==> config.mk <==
export PLATFORM = sky130hd
export DESIGN_NAME = package_feeder
export DESIGN_NICKNAME = d
export VERILOG_FILES = /design/src/rtl/pkg_sorter_defs.sv /design/src/rtl/feeder_fifo.sv /design/src/rtl/package_feeder.sv
export SDC_FILE = /design/constraint.sdc
export NUM_CORES = 1
export LEC_CHECK = 0
export CORE_ASPECT_RATIO = 0.75
export CORE_MARGIN = 2
export CORE_UTILIZATION = 55
export CTS_BUF_LIST = sky130_fd_sc_hd__clkbuf_8
export DETAILED_ROUTE_END_ITERATION = 6
export GPL_TIMING_DRIVEN = 0
export HOLD_SLACK_MARGIN = 0.15
export PLACE_DENSITY = 0.79
export SLEW_MARGIN = 15
export SYNTH_ARGS = -nofsm -noshare
export SYNTH_HDL_FRONTEND = slang
export SYNTH_SLANG_ARGS = --single-unit
==> constraint.sdc <==
create_clock -name CLK -period 2.79 [get_ports CLK]
set_input_delay 0.4185 -clock CLK [delete_from_list [all_inputs] [get_ports CLK]]
set_output_delay 0.4185 -clock CLK [all_outputs]
set_load 0.02 [all_outputs]
==> src/rtl/pkg_sorter_defs.sv <==
// Shared definitions for the package sorter weight path: default bus width,
// group bin bounds, group codes, the feeder FSM encoding and the bin lookup.
package pkg_sorter_defs;

  localparam int WEIGHT_W = 12;

  // Upper (inclusive) bound of each sorter bin; anything above BIN5_MAX is group 6.
  localparam logic [31:0] BIN1_MAX = 32'd200;
  localparam logic [31:0] BIN2_MAX = 32'd500;
  localparam logic [31:0] BIN3_MAX = 32'd800;
  localparam logic [31:0] BIN4_MAX = 32'd1000;
  localparam logic [31:0] BIN5_MAX = 32'd2000;

  localparam logic [2:0] GRP_NONE = 3'd0;
  localparam logic [2:0] GRP1     = 3'd1;
  localparam logic [2:0] GRP2     = 3'd2;
  localparam logic [2:0] GRP3     = 3'd3;
  localparam logic [2:0] GRP4     = 3'd4;
  localparam logic [2:0] GRP5     = 3'd5;
  localparam logic [2:0] GRP6     = 3'd6;

  localparam logic [1:0] ST_IDLE    = 2'd0;
  localparam logic [1:0] ST_PRESENT = 2'd1;
  localparam logic [1:0] ST_GAP     = 2'd2;

  // Sorter bin of a weight; zero means "no package" and maps to GRP_NONE.
  function automatic logic [2:0] grp_of(input logic [31:0] w);
    if (w == 32'd0)          return GRP_NONE;
    else if (w <= BIN1_MAX)  return GRP1;
    else if (w <= BIN2_MAX)  return GRP2;
    else if (w <= BIN3_MAX)  return GRP3;
    else if (w <= BIN4_MAX)  return GRP4;
    else if (w <= BIN5_MAX)  return GRP5;
    else                     return GRP6;
  endfunction

endpackage

==> src/rtl/feeder_fifo.sv <==
// Synchronous FIFO between the upstream producer and the feeder FSM.
// Pointers carry one extra wrap bit so full and empty are distinguishable.
// Read data is the current head (show-ahead), valid whenever empty is low.
module feeder_fifo #(
  parameter int W     = 12,
  parameter int DEPTH = 4
) (
  input  logic         CLK,
  input  logic         Reset,
  input  logic         push,
  input  logic         pop,
  input  logic [W-1:0] din,
  output logic [W-1:0] dout,
  output logic         full,
  output logic         empty
);
  import pkg_sorter_defs::*;

  localparam int AW = $clog2(DEPTH);
  localparam logic [AW:0] PTR_ONE = {{AW{1'b0}}, 1'b1};

  logic [AW:0]  wr_ptr;
  logic [AW:0]  rd_ptr;
  logic [W-1:0] mem [DEPTH];
  logic         do_push;
  logic         do_pop;

  assign do_push = push && !full;
  assign do_pop  = pop && !empty;

  assign empty = (wr_ptr == rd_ptr);
  assign full  = (wr_ptr[AW] != rd_ptr[AW]) && (wr_ptr[AW-1:0] == rd_ptr[AW-1:0]);
  assign dout  = mem[rd_ptr[AW-1:0]];

  // Storage array; contents are don't-care while empty, so it needs no reset.
  always_ff @(posedge CLK) begin
    if (do_push) begin
      mem[wr_ptr[AW-1:0]] <= din;
    end
  end

  // Pointer update; a simultaneous push and pop moves both and leaves occupancy unchanged.
  always_ff @(posedge CLK or posedge Reset) begin
    if (Reset) begin
      wr_ptr <= '0;
      rd_ptr <= '0;
    end else begin
      if (do_push) wr_ptr <= wr_ptr + PTR_ONE;
      if (do_pop)  rd_ptr <= rd_ptr + PTR_ONE;
    end
  end

endmodule

==> src/rtl/package_feeder.sv <==
// Weight-bus driver for the package sorter: queues producer weights and
// presents each one for HOLD_CYC cycles followed by GAP_CYC cycles of zero.
// Optional build macro PKG_FEEDER_PREDICT_EN adds the expected-group output
// exp_grp and per-group sent counters exp_cnt1..exp_cnt6.
//
// state   | meaning
// --------+-------------------------------------------------------------
// IDLE    | bus at 0; pops the FIFO head as soon as one is available
// PRESENT | bus holds the popped weight until the hold counter expires
// GAP     | bus at 0 until the gap counter expires, then back to IDLE
module package_feeder #(
  parameter int WEIGHT_W = pkg_sorter_defs::WEIGHT_W,
  parameter int DEPTH    = 4,
  parameter int HOLD_CYC = 2,
  parameter int GAP_CYC  = 2
) (
  input  logic                CLK,
  input  logic                Reset,
  input  logic [WEIGHT_W-1:0] in_weight,
  input  logic                in_valid,
  output logic                in_ready,
  output logic [WEIGHT_W-1:0] weight,
  output logic                busy,
  output logic [7:0]          sent_count,
  output logic                zero_drop
`ifdef PKG_FEEDER_PREDICT_EN
  ,
  output logic [2:0]          exp_grp,
  output logic [7:0]          exp_cnt1,
  output logic [7:0]          exp_cnt2,
  output logic [7:0]          exp_cnt3,
  output logic [7:0]          exp_cnt4,
  output logic [7:0]          exp_cnt5,
  output logic [7:0]          exp_cnt6
`endif
);
  import pkg_sorter_defs::*;

  // One counter serves both the hold and the gap phase; it only ever needs
  // to hold max(HOLD_CYC, GAP_CYC) - 1.
  localparam int CNT_MAX = (HOLD_CYC > GAP_CYC) ? HOLD_CYC : GAP_CYC;
  localparam int CNT_W   = (CNT_MAX > 1) ? $clog2(CNT_MAX) : 1;

  logic [1:0]          state;
  logic [CNT_W-1:0]    cnt;
  logic                fifo_full;
  logic                fifo_empty;
  logic                accept;
  logic                push;
  logic                pop;
  logic                phase_done;
  logic [WEIGHT_W-1:0] head;

  // A zero beat is handshaken normally but never enters the queue.
  assign in_ready   = !fifo_full;
  assign accept     = in_valid && in_ready;
  assign push       = accept && (in_weight != '0);
  assign pop        = (state == ST_IDLE) && !fifo_empty;
  assign phase_done = (cnt == '0);
  assign busy       = !fifo_empty || (state != ST_IDLE);

  feeder_fifo #(
    .W     (WEIGHT_W),
    .DEPTH (DEPTH)
  ) u_fifo (
    .CLK   (CLK),
    .Reset (Reset),
    .push  (push),
    .pop   (pop),
    .din   (in_weight),
    .dout  (head),
    .full  (fifo_full),
    .empty (fifo_empty)
  );

  // Bus sequencing: present, hold, gap, and count every package put on the bus.
  always_ff @(posedge CLK or posedge Reset) begin
    if (Reset) begin
      state      <= ST_IDLE;
      cnt        <= '0;
      weight     <= '0;
      sent_count <= '0;
    end else begin
      case (state)
        ST_IDLE: begin
          if (pop) begin
            weight     <= head;
            sent_count <= sent_count + 8'd1;
            cnt        <= CNT_W'(HOLD_CYC - 1);
            state      <= ST_PRESENT;
          end
        end
        ST_PRESENT: begin
          if (phase_done) begin
            weight <= '0;
            cnt    <= CNT_W'(GAP_CYC - 1);
            state  <= ST_GAP;
          end else begin
            cnt <= cnt - CNT_W'(1);
          end
        end
        ST_GAP: begin
          if (phase_done) begin
            state <= ST_IDLE;
          end else begin
            cnt <= cnt - CNT_W'(1);
          end
        end
        default: begin
          weight <= '0;
          cnt    <= '0;
          state  <= ST_IDLE;
        end
      endcase
    end
  end

  // Flag a discarded zero beat on the cycle after it was accepted.
  always_ff @(posedge CLK or posedge Reset) begin
    if (Reset) begin
      zero_drop <= 1'b0;
    end else begin
      zero_drop <= accept && (in_weight == '0);
    end
  end

`ifdef PKG_FEEDER_PREDICT_EN
  logic [2:0] head_grp;
  logic [7:0] exp_cnt_r [6];

  assign head_grp = grp_of(32'(head));

  assign exp_cnt1 = exp_cnt_r[0];
  assign exp_cnt2 = exp_cnt_r[1];
  assign exp_cnt3 = exp_cnt_r[2];
  assign exp_cnt4 = exp_cnt_r[3];
  assign exp_cnt5 = exp_cnt_r[4];
  assign exp_cnt6 = exp_cnt_r[5];

  // Expected group tracks the bus: loaded with the popped weight, cleared with it.
  always_ff @(posedge CLK or posedge Reset) begin
    if (Reset) begin
      exp_grp <= GRP_NONE;
    end else if (pop) begin
      exp_grp <= head_grp;
    end else if ((state == ST_PRESENT) && phase_done) begin
      exp_grp <= GRP_NONE;
    end
  end

  // Per-group package counters, bumped on entry to PRESENT.
  always_ff @(posedge CLK or posedge Reset) begin
    if (Reset) begin
      for (int i = 0; i < 6; i++) exp_cnt_r[i] <= 8'd0;
    end else if (pop) begin
      for (int i = 0; i < 6; i++) begin
        if (head_grp == 3'(i + 1)) exp_cnt_r[i] <= exp_cnt_r[i] + 8'd1;
      end
    end
  end
`endif

endmodule

==> results of run 1 <==
==> worst max-delay path: stages (launching register included) <==
cell and delay (ns):
dfrtp_1 0.51, xor2_2 0.33, nor2_1 0.16, nand3_1 0.10
clkdlybuf4s50_1 0.60
==> cell type report <==
class / count / share of cell area [%]
flip-flops and latches: 78 / 54.82
inverters: 3 / 0.2816
repair buffers: 37 / 9.262
clock buffers: 9 / 3.098
multi-input cells: 109 / 25.59
well taps: 78 / 2.441
clock inverters: 6 / 2.785
plain buffers: 10 / 1.721
==> per-layer routing <==
layer	GRT usage [%]	routed length, µm
met3	7.135	321
met4	4.412	58
met2	28.70	2620
met5	0	0
met1	26.69	2563
==> worst max-delay path by stage <==
stage | from | end | slack, ns | depth (start not counted)
final | u_fifo.rd_ptr[1] | busy | 0.32 | 4
after global routing | u_fifo.rd_ptr[1] | busy | 0.18 | 4
after CTS | u_fifo.rd_ptr[1] | busy | 0.30 | 4
after detailed placement | in_weight[1] | u_fifo.mem[1][3] | 0.21 | 5
after global placement | in_weight[2] | u_fifo.mem[3][4] | -0.04 | 4
after floorplan | u_fifo.rd_ptr[0] | u_fifo.mem[3][0] | 0.87 | 4
==> state kept, by name (all words and copies together), names as in the netlist <==
register	flops
state	2
u_fifo.wr_ptr	3
u_fifo.rd_ptr	3
zero_drop	1
sent_count	8
cnt	1
weight	12
u_fifo.mem	48
==> Yosys cell counts, types with 4 or more instances <==
master / n / area [µm²]
a21o_1: 12 / 90.09
buf_4: 4 / 30.03
dfrtp_1: 30 / 750.7
edfxtp_1: 48 / 1441
ha_1: 6 / 75.07
mux4_2: 11 / 247.7
nand2_1: 16 / 60.06
nor2_1: 7 / 26.28
nor4_1: 4 / 25.02
nor4b_1: 7 / 61.31
nor4b_2: 5 / 75.07
xnor2_1: 10 / 87.58
==> per-stage QoR <==
| step | instances | utilization [%] |
|---|---|---|
| 2_1_floorplan | 200 | - |
| 6_report | 330 | 69.00 |
| 3_3_place_gp | 315 | 64.87 |
| 5_1_grt | 330 | 69.00 |
| 4_1_cts | 330 | 69.00 |
| 3_5_place_dp | 315 | 64.94 |
==> kinds of logic after synthesis <==
logic type / after synthesis
DFF: 78
muxes: 12
xor gates and xnor gates: 14
and+or+nand+nor: 55
AOI/OAI and AO/OA: 22
buffers and inverters: 13
adders and majority gates: 6
==> power breakdown <==
part | total, W | internal [W] | switching, W
sequential | 0.00174 | 0.00155 | 0.000187
combinational | 0.00174 | 0.000793 | 0.000952
clock | 0.000982 | 0.000588 | 0.000393
==> cells in the final DEF, fill, tap and decap left out, drive strengths merged, types with 4 or more instances in the layout <==
master          n
nor4b          12
a21o           12
xor2            4
clkbuf         11
nand2          16
dfrtp          30
edfxtp         48
mux4           12
nor4            4
xnor2          10
buf             8
clkdlybuf4s50  37
ha              6
nor2            7
==> impl_metrics.prom, run 1 <==
# TYPE chip_impl_metric gauge
chip_impl_metric{name="avgViaCountPerCell",unit=""} 5.545
chip_impl_metric{name="worstRegToRegCells",unit=""} 4
chip_impl_metric{name="fin_tns_setup",unit="ns"} 0
chip_impl_metric{name="post_synth.cell_area_avg",unit="µm²"} 16.46
chip_impl_metric{name="finalHoldViolations",unit=""} 0
chip_impl_metric{name="finalSetupViolations",unit=""} 0
chip_impl_metric{name="fin_worst_skew",unit="ns"} 0.005285
chip_impl_metric{name="cts.repair.resized",unit=""} 0
chip_impl_metric{name="synth-edff-count",unit=""} 48
chip_impl_metric{name="die_h",unit="µm"} 71
chip_impl_metric{name="maxSlewHeadroom",unit="%"} 48.72
chip_impl_metric{name="final-seq-area",unit="µm²"} 2192
chip_impl_metric{name="cts_buffers",unit=""} 9
chip_impl_metric{name="row_count",unit=""} 24
chip_impl_metric{name="design.portCount",unit=""} 38
chip_impl_metric{name="cp.arrival",unit="ns"} 2.05
chip_impl_metric{name="largest_net_degree_at_the_start_of_global_routing",unit=""} 31
chip_impl_info{name="root_buffer",value="clkbuf_8"} 1
chip_impl_metric{name="fin_area",unit="µm²"} 3999
chip_impl_metric{name="period_share",unit="%"} 88.58
chip_impl_info{name="crit_path_start_kind",value="flip-flop"} 1
chip_impl_metric{name="synth_sequential_area_ratio",unit="%"} 66.59
chip_impl_metric{name="cts-root-to-sink-buffers",unit=""} 2
chip_impl_metric{name="initial_core_util",unit="%"} 56.80
chip_impl_metric{name="dp.final_hpwl",unit="µm"} 3867
chip_impl_metric{name="design.core.area",unit="µm²"} 5796
chip_impl_metric{name="fp.dieArea",unit="µm²"} 6626
chip_impl_metric{name="preCtsSetupSlack",unit="ns"} 0.2060
chip_impl_metric{name="die_w",unit="µm"} 93.33
chip_impl_metric{name="time_the_final_worst_path_needs_with_i_o_delays_and_setup",unit="ns"} 2.471
chip_impl_metric{name="synth.net_count",unit=""} 221
chip_impl_metric{name="worst_setup_hold_path_clk_slew",unit="ns"} 0.08
chip_impl_metric{name="fin_nets",unit=""} 269
chip_impl_metric{name="p_leak",unit="nW"} 1.545
chip_impl_metric{name="placed_cell_area",unit="µm²"} 3764
chip_impl_metric{name="total_power",unit="W"} 0.004465
chip_impl_info{name="worst_hold_path_type",value="in2async"} 1
chip_impl_metric{name="ys.warnings.count",unit=""} 0
chip_impl_metric{name="postLayoutSetupSlackWorst",unit="ns"} 0.3186
chip_impl_info{name="end_kind",value="output pin"} 1
chip_impl_metric{name="areaGrowthSynthToFinish",unit="%"} 21.47
chip_impl_metric{name="firstDrtPassIters",unit=""} 4
chip_impl_metric{name="post-route-drc-count",unit=""} 0
chip_impl_info{name="cts_tree",value="yes"} 1
chip_impl_info{name="outcome",value="completed"} 1
chip_impl_metric{name="clock_tree.htree_level_count",unit=""} 3
chip_impl_info{name="synth_flop_cell",value="edfxtp_1"} 1
chip_impl_metric{name="power_density",unit="nW/µm²"} 1117
chip_impl_metric{name="synth.cell_area",unit="µm²"} 3292
chip_impl_metric{name="maxCapViolations",unit=""} 0
chip_impl_metric{name="postSynthCellCount",unit=""} 200
chip_impl_metric{name="numClockSinks",unit=""} 78
chip_impl_metric{name="yosysUniqueCellTypes",unit=""} 38
chip_impl_metric{name="initialDrtViolationCount",unit=""} 81
chip_impl_metric{name="worst-endpoint-required",unit="ns"} 2.37
chip_impl_metric{name="num_antenna_cells",unit=""} 0
chip_impl_metric{name="grtUsageTotal",unit="%"} 18.98
chip_impl_metric{name="fmax",unit="GHz"} 0.4046
chip_impl_info{name="synth_top_family_by_area",value="simple AND/OR/NAND/NOR gates"} 1
chip_impl_metric{name="portBuffers",unit=""} 37
chip_impl_metric{name="critPathMaxFanout",unit=""} 6
chip_impl_metric{name="first_pass_grt_wire_length",unit="µm"} 9121
chip_impl_metric{name="postSynth.asyncResetShare",unit="%"} 38.46
chip_impl_info{name="r2r_start",value="u_fifo.rd_ptr[1]"} 1
chip_impl_info{name="r2r_end",value="u_fifo.mem[2][2]"} 1
chip_impl_info{name="setup.worst_path.class",value="reg2out"} 1
chip_impl_metric{name="finalMaxSlewViolations",unit=""} 0
chip_impl_metric{name="synth_compound_gate_area_share",unit="%"} 5.625
chip_impl_metric{name="multi_input_comb_area",unit="µm²"} 1023
chip_impl_metric{name="routed_wire_length_per_instance",unit="µm"} 16.86
chip_impl_metric{name="initial_antenna_violation_count",unit=""} 0
chip_impl_metric{name="worst-slew-pin-transition",unit="ns"} 0.7693
chip_impl_metric{name="synthSimpleGateAreaFrac",unit="%"} 10.34
chip_impl_metric{name="worst_ir_drop_on_vdd",unit="mV"} 0.5821
chip_impl_metric{name="fill_cells",unit=""} 394
chip_impl_info{name="rsz_0062_raised_after_global_routing",value="no"} 1
chip_impl_metric{name="worstSkewPairLatency",unit="ns"} 0.35
chip_impl_metric{name="synth_fa_ha_area_share",unit="%"} 2.281
chip_impl_metric{name="detail_route.wirelength",unit="µm"} 5564
chip_impl_metric{name="post_cts_buffers",unit=""} 0
chip_impl_metric{name="rrSetupSlack",unit="ns"} 0.50
chip_impl_metric{name="grt_pass1_vias",unit=""} 1752
chip_impl_metric{name="postSynthRegisterBits",unit=""} 78
chip_impl_metric{name="ant_nets_after_route",unit=""} 0
chip_impl_metric{name="grt.overflow.total",unit=""} 0
chip_impl_metric{name="globalplace.congestion",unit=""} 0.7704
chip_impl_metric{name="post_synth_xor_area_fraction",unit="%"} 4.409
chip_impl_metric{name="cts.hold.buffers_added",unit=""} 0
chip_impl_metric{name="synth.area.mux_share",unit="%"} 8.324
chip_impl_metric{name="total_via_count_after_detailed_routing",unit=""} 1830
chip_impl_metric{name="layout_cells_sized_above_1",unit="%"} 18.25
chip_impl_metric{name="fin_hold_ws",unit="ns"} 0.4518
(Power assumes the default switching activity.)
==> run 2, diff against run 1 <==
Settings changed: CTS_CLUSTER_DIAMETER set to 80.
==> results of run 2 <==
Same layout as run 1: the final DEF is identical, and so are final timing and power.
==> run 3, diff against run 2 <==
Settings changed: CORE_ASPECT_RATIO 0.75 to unset.
==> impl_metrics.prom, run 3 (same netlist as run 1, synthesis figures left out) <==
# TYPE chip_impl_metric gauge
chip_impl_metric{name="dp.final_hpwl",unit="µm"} 3849
chip_impl_metric{name="worst_setup_hold_path_clk_slew",unit="ns"} 0.07
chip_impl_metric{name="initial_antenna_violation_count",unit=""} 0
chip_impl_metric{name="areaGrowthSynthToFinish",unit="%"} 21.40
chip_impl_metric{name="worst_ir_drop_on_vdd",unit="mV"} 0.5623
chip_impl_metric{name="largest_net_degree_at_the_start_of_global_routing",unit=""} 31
chip_impl_info{name="worst_hold_path_type",value="in2async"} 1
chip_impl_metric{name="cp.arrival",unit="ns"} 2.03
chip_impl_metric{name="firstDrtPassIters",unit=""} 4
chip_impl_metric{name="preCtsSetupSlack",unit="ns"} 0.05851
chip_impl_metric{name="avgViaCountPerCell",unit=""} 5.637
chip_impl_metric{name="cts-root-to-sink-buffers",unit=""} 2
chip_impl_metric{name="initial_core_util",unit="%"} 56.27
chip_impl_metric{name="cts.repair.resized",unit=""} 0
chip_impl_metric{name="fin_nets",unit=""} 269
chip_impl_metric{name="power.share.sequential",unit="%"} 38.7
chip_impl_metric{name="first_pass_grt_wire_length",unit="µm"} 9335
chip_impl_metric{name="fin_worst_skew",unit="ns"} 0.006604
chip_impl_metric{name="time_the_final_worst_path_needs_with_i_o_delays_and_setup",unit="ns"} 2.450
chip_impl_metric{name="routed_wire_length_per_instance",unit="µm"} 17.89
chip_impl_metric{name="grt_pass1_vias",unit=""} 1866
chip_impl_metric{name="critPathMaxFanout",unit=""} 6
chip_impl_info{name="setup.worst_path.class",value="reg2out"} 1
chip_impl_metric{name="rrSetupSlack",unit="ns"} 0.53
chip_impl_metric{name="total_power",unit="W"} 0.004487
chip_impl_metric{name="design.portCount",unit=""} 38
chip_impl_metric{name="layout_cells_sized_above_1",unit="%"} 18.18
chip_impl_metric{name="clock_tree.htree_level_count",unit=""} 3
chip_impl_info{name="cts_tree",value="yes"} 1
chip_impl_metric{name="row_count",unit=""} 28
chip_impl_metric{name="power.internal",unit="W"} 0.002936
chip_impl_metric{name="finish.utilization",unit="%"} 68.31
chip_impl_info{name="layout_commonest_cell",value="edfxtp_1"} 1
chip_impl_metric{name="fp.dieArea",unit="µm²"} 6620
chip_impl_info{name="startpoint",value="u_fifo.rd_ptr[1]"} 1
chip_impl_metric{name="worst-endpoint-required",unit="ns"} 2.37
chip_impl_metric{name="power_frac_clock",unit="%"} 22.3
chip_impl_metric{name="worstSkewPairLatency",unit="ns"} 0.35
chip_impl_info{name="outcome",value="completed"} 1
chip_impl_metric{name="post-route-drc-count",unit=""} 0
chip_impl_metric{name="fmax",unit="GHz"} 0.4082
chip_impl_metric{name="grt.overflow.total",unit=""} 0
chip_impl_metric{name="combinational_share_of_power",unit="%"} 39.1
chip_impl_metric{name="die_w",unit="µm"} 81.37
chip_impl_metric{name="portBuffers",unit=""} 37
chip_impl_metric{name="p_sw",unit="W"} 0.001551
chip_impl_metric{name="switching_share",unit="%"} 34.56
chip_impl_metric{name="finalSetupViolations",unit=""} 0
chip_impl_metric{name="p_leak",unit="nW"} 1.555
chip_impl_info{name="r2r_start",value="u_fifo.rd_ptr[1]"} 1
chip_impl_metric{name="globalplace.congestion",unit=""} 0.7370
chip_impl_metric{name="power_density",unit="nW/µm²"} 1123
chip_impl_info{name="root_buffer",value="clkbuf_8"} 1
chip_impl_metric{name="post_cts_buffers",unit=""} 0
chip_impl_metric{name="maxSlewHeadroom",unit="%"} 47.99
chip_impl_metric{name="num_antenna_cells",unit=""} 0
chip_impl_metric{name="total_via_count_after_detailed_routing",unit=""} 1849
chip_impl_metric{name="finalHoldViolations",unit=""} 0
chip_impl_metric{name="period_share",unit="%"} 87.81
chip_impl_metric{name="postLayoutSetupSlackWorst",unit="ns"} 0.3401
chip_impl_metric{name="die_h",unit="µm"} 81.37
chip_impl_metric{name="grtUsageTotal",unit="%"} 19.77
chip_impl_metric{name="ant_nets_after_route",unit=""} 0
chip_impl_metric{name="cts_buffers",unit=""} 9
chip_impl_metric{name="numClockSinks",unit=""} 78
chip_impl_metric{name="worst-slew-pin-transition",unit="ns"} 0.7801
chip_impl_info{name="end_kind",value="output pin"} 1
chip_impl_metric{name="maxCapViolations",unit=""} 0
chip_impl_metric{name="initialDrtViolationCount",unit=""} 98
chip_impl_metric{name="cts.hold.buffers_added",unit=""} 0
chip_impl_info{name="rsz_0062_raised_after_global_routing",value="no"} 1
chip_impl_metric{name="detail_route.wirelength",unit="µm"} 5869
chip_impl_metric{name="design.core.area",unit="µm²"} 5851
chip_impl_metric{name="finalMaxSlewViolations",unit=""} 0
chip_impl_info{name="crit_path_start_kind",value="flip-flop"} 1
chip_impl_info{name="mostFrequentLayoutCells",value="48 x edfxtp_1, 37 x clkdlybuf4s50_1, 30 x dfrtp_1"} 1
chip_impl_metric{name="largest_reg_flops",unit=""} 48
==> run 3: stage by stage <==
step           hold slack (ns)  cells  TNS (ns)  instance area [µm²]
5_1_grt                 0.5029    328         0                 3996
3_3_place_gp            0.4629    312   -0.4150                 3756
3_5_place_dp            0.4659    312         0                 3760
2_1_floorplan           0.5093    200         0                 3292
6_report                0.4683    328         0                 3996
4_1_cts                 0.4830    328         0                 3996
==> run 3: layout make-up <==
class,instances,area (µm²)
timing repair buffer,37,370.4
clock inverter,7,112.6
buffer,10,68.82
tap,75,93.84
clock buffer,9,123.9
sequential,78,2192
fill,386,1854
multi-input combinational,109,1023
inverter,3,11.26
==> run 3: layer usage <==
layer / routed length (µm) / GRT usage [%]
met5: 0 / 0
met4: 69 / 6.271
met3: 254 / 5.778
met2: 2965 / 31.39
met1: 2580 / 26.48
==> run 3: power groups by stage <==
stage | clock (W) | sequential, W | combinational, W
finish | 0.000999 | 0.00173 | 0.00175
global route | 0.00107 | 0.00177 | 0.00192
CTS | 0.00101 | 0.00174 | 0.00178
detailed placement | 0 | 0.00176 | 0.00175
global placement | 0 | 0.00175 | 0.00171
floorplan | 0 | 0.00181 | 0.00119
==> run 3: final timing paths <==
| path | end | depth (start not counted) |
|---|---|---|
| setup / recovery | busy | 4 |
| hold / removal | sent_count[7] | 2 |
| setup reg to reg | u_fifo.mem[0][6] | 4 |
| hold reg to reg | weight[10] | 1 |
| max in group asynchronous | weight[10] | 2 |
| min in group CLK | weight[10] | 1 |
==> run 3: worst max-delay path, stage by stage (launching register included) <==
cell and delay [ns]:
dfrtp_1 0.50, xor2_2 0.33, nor2_1 0.16, nand3_1 0.10, clkdlybuf4s50_1 0.60
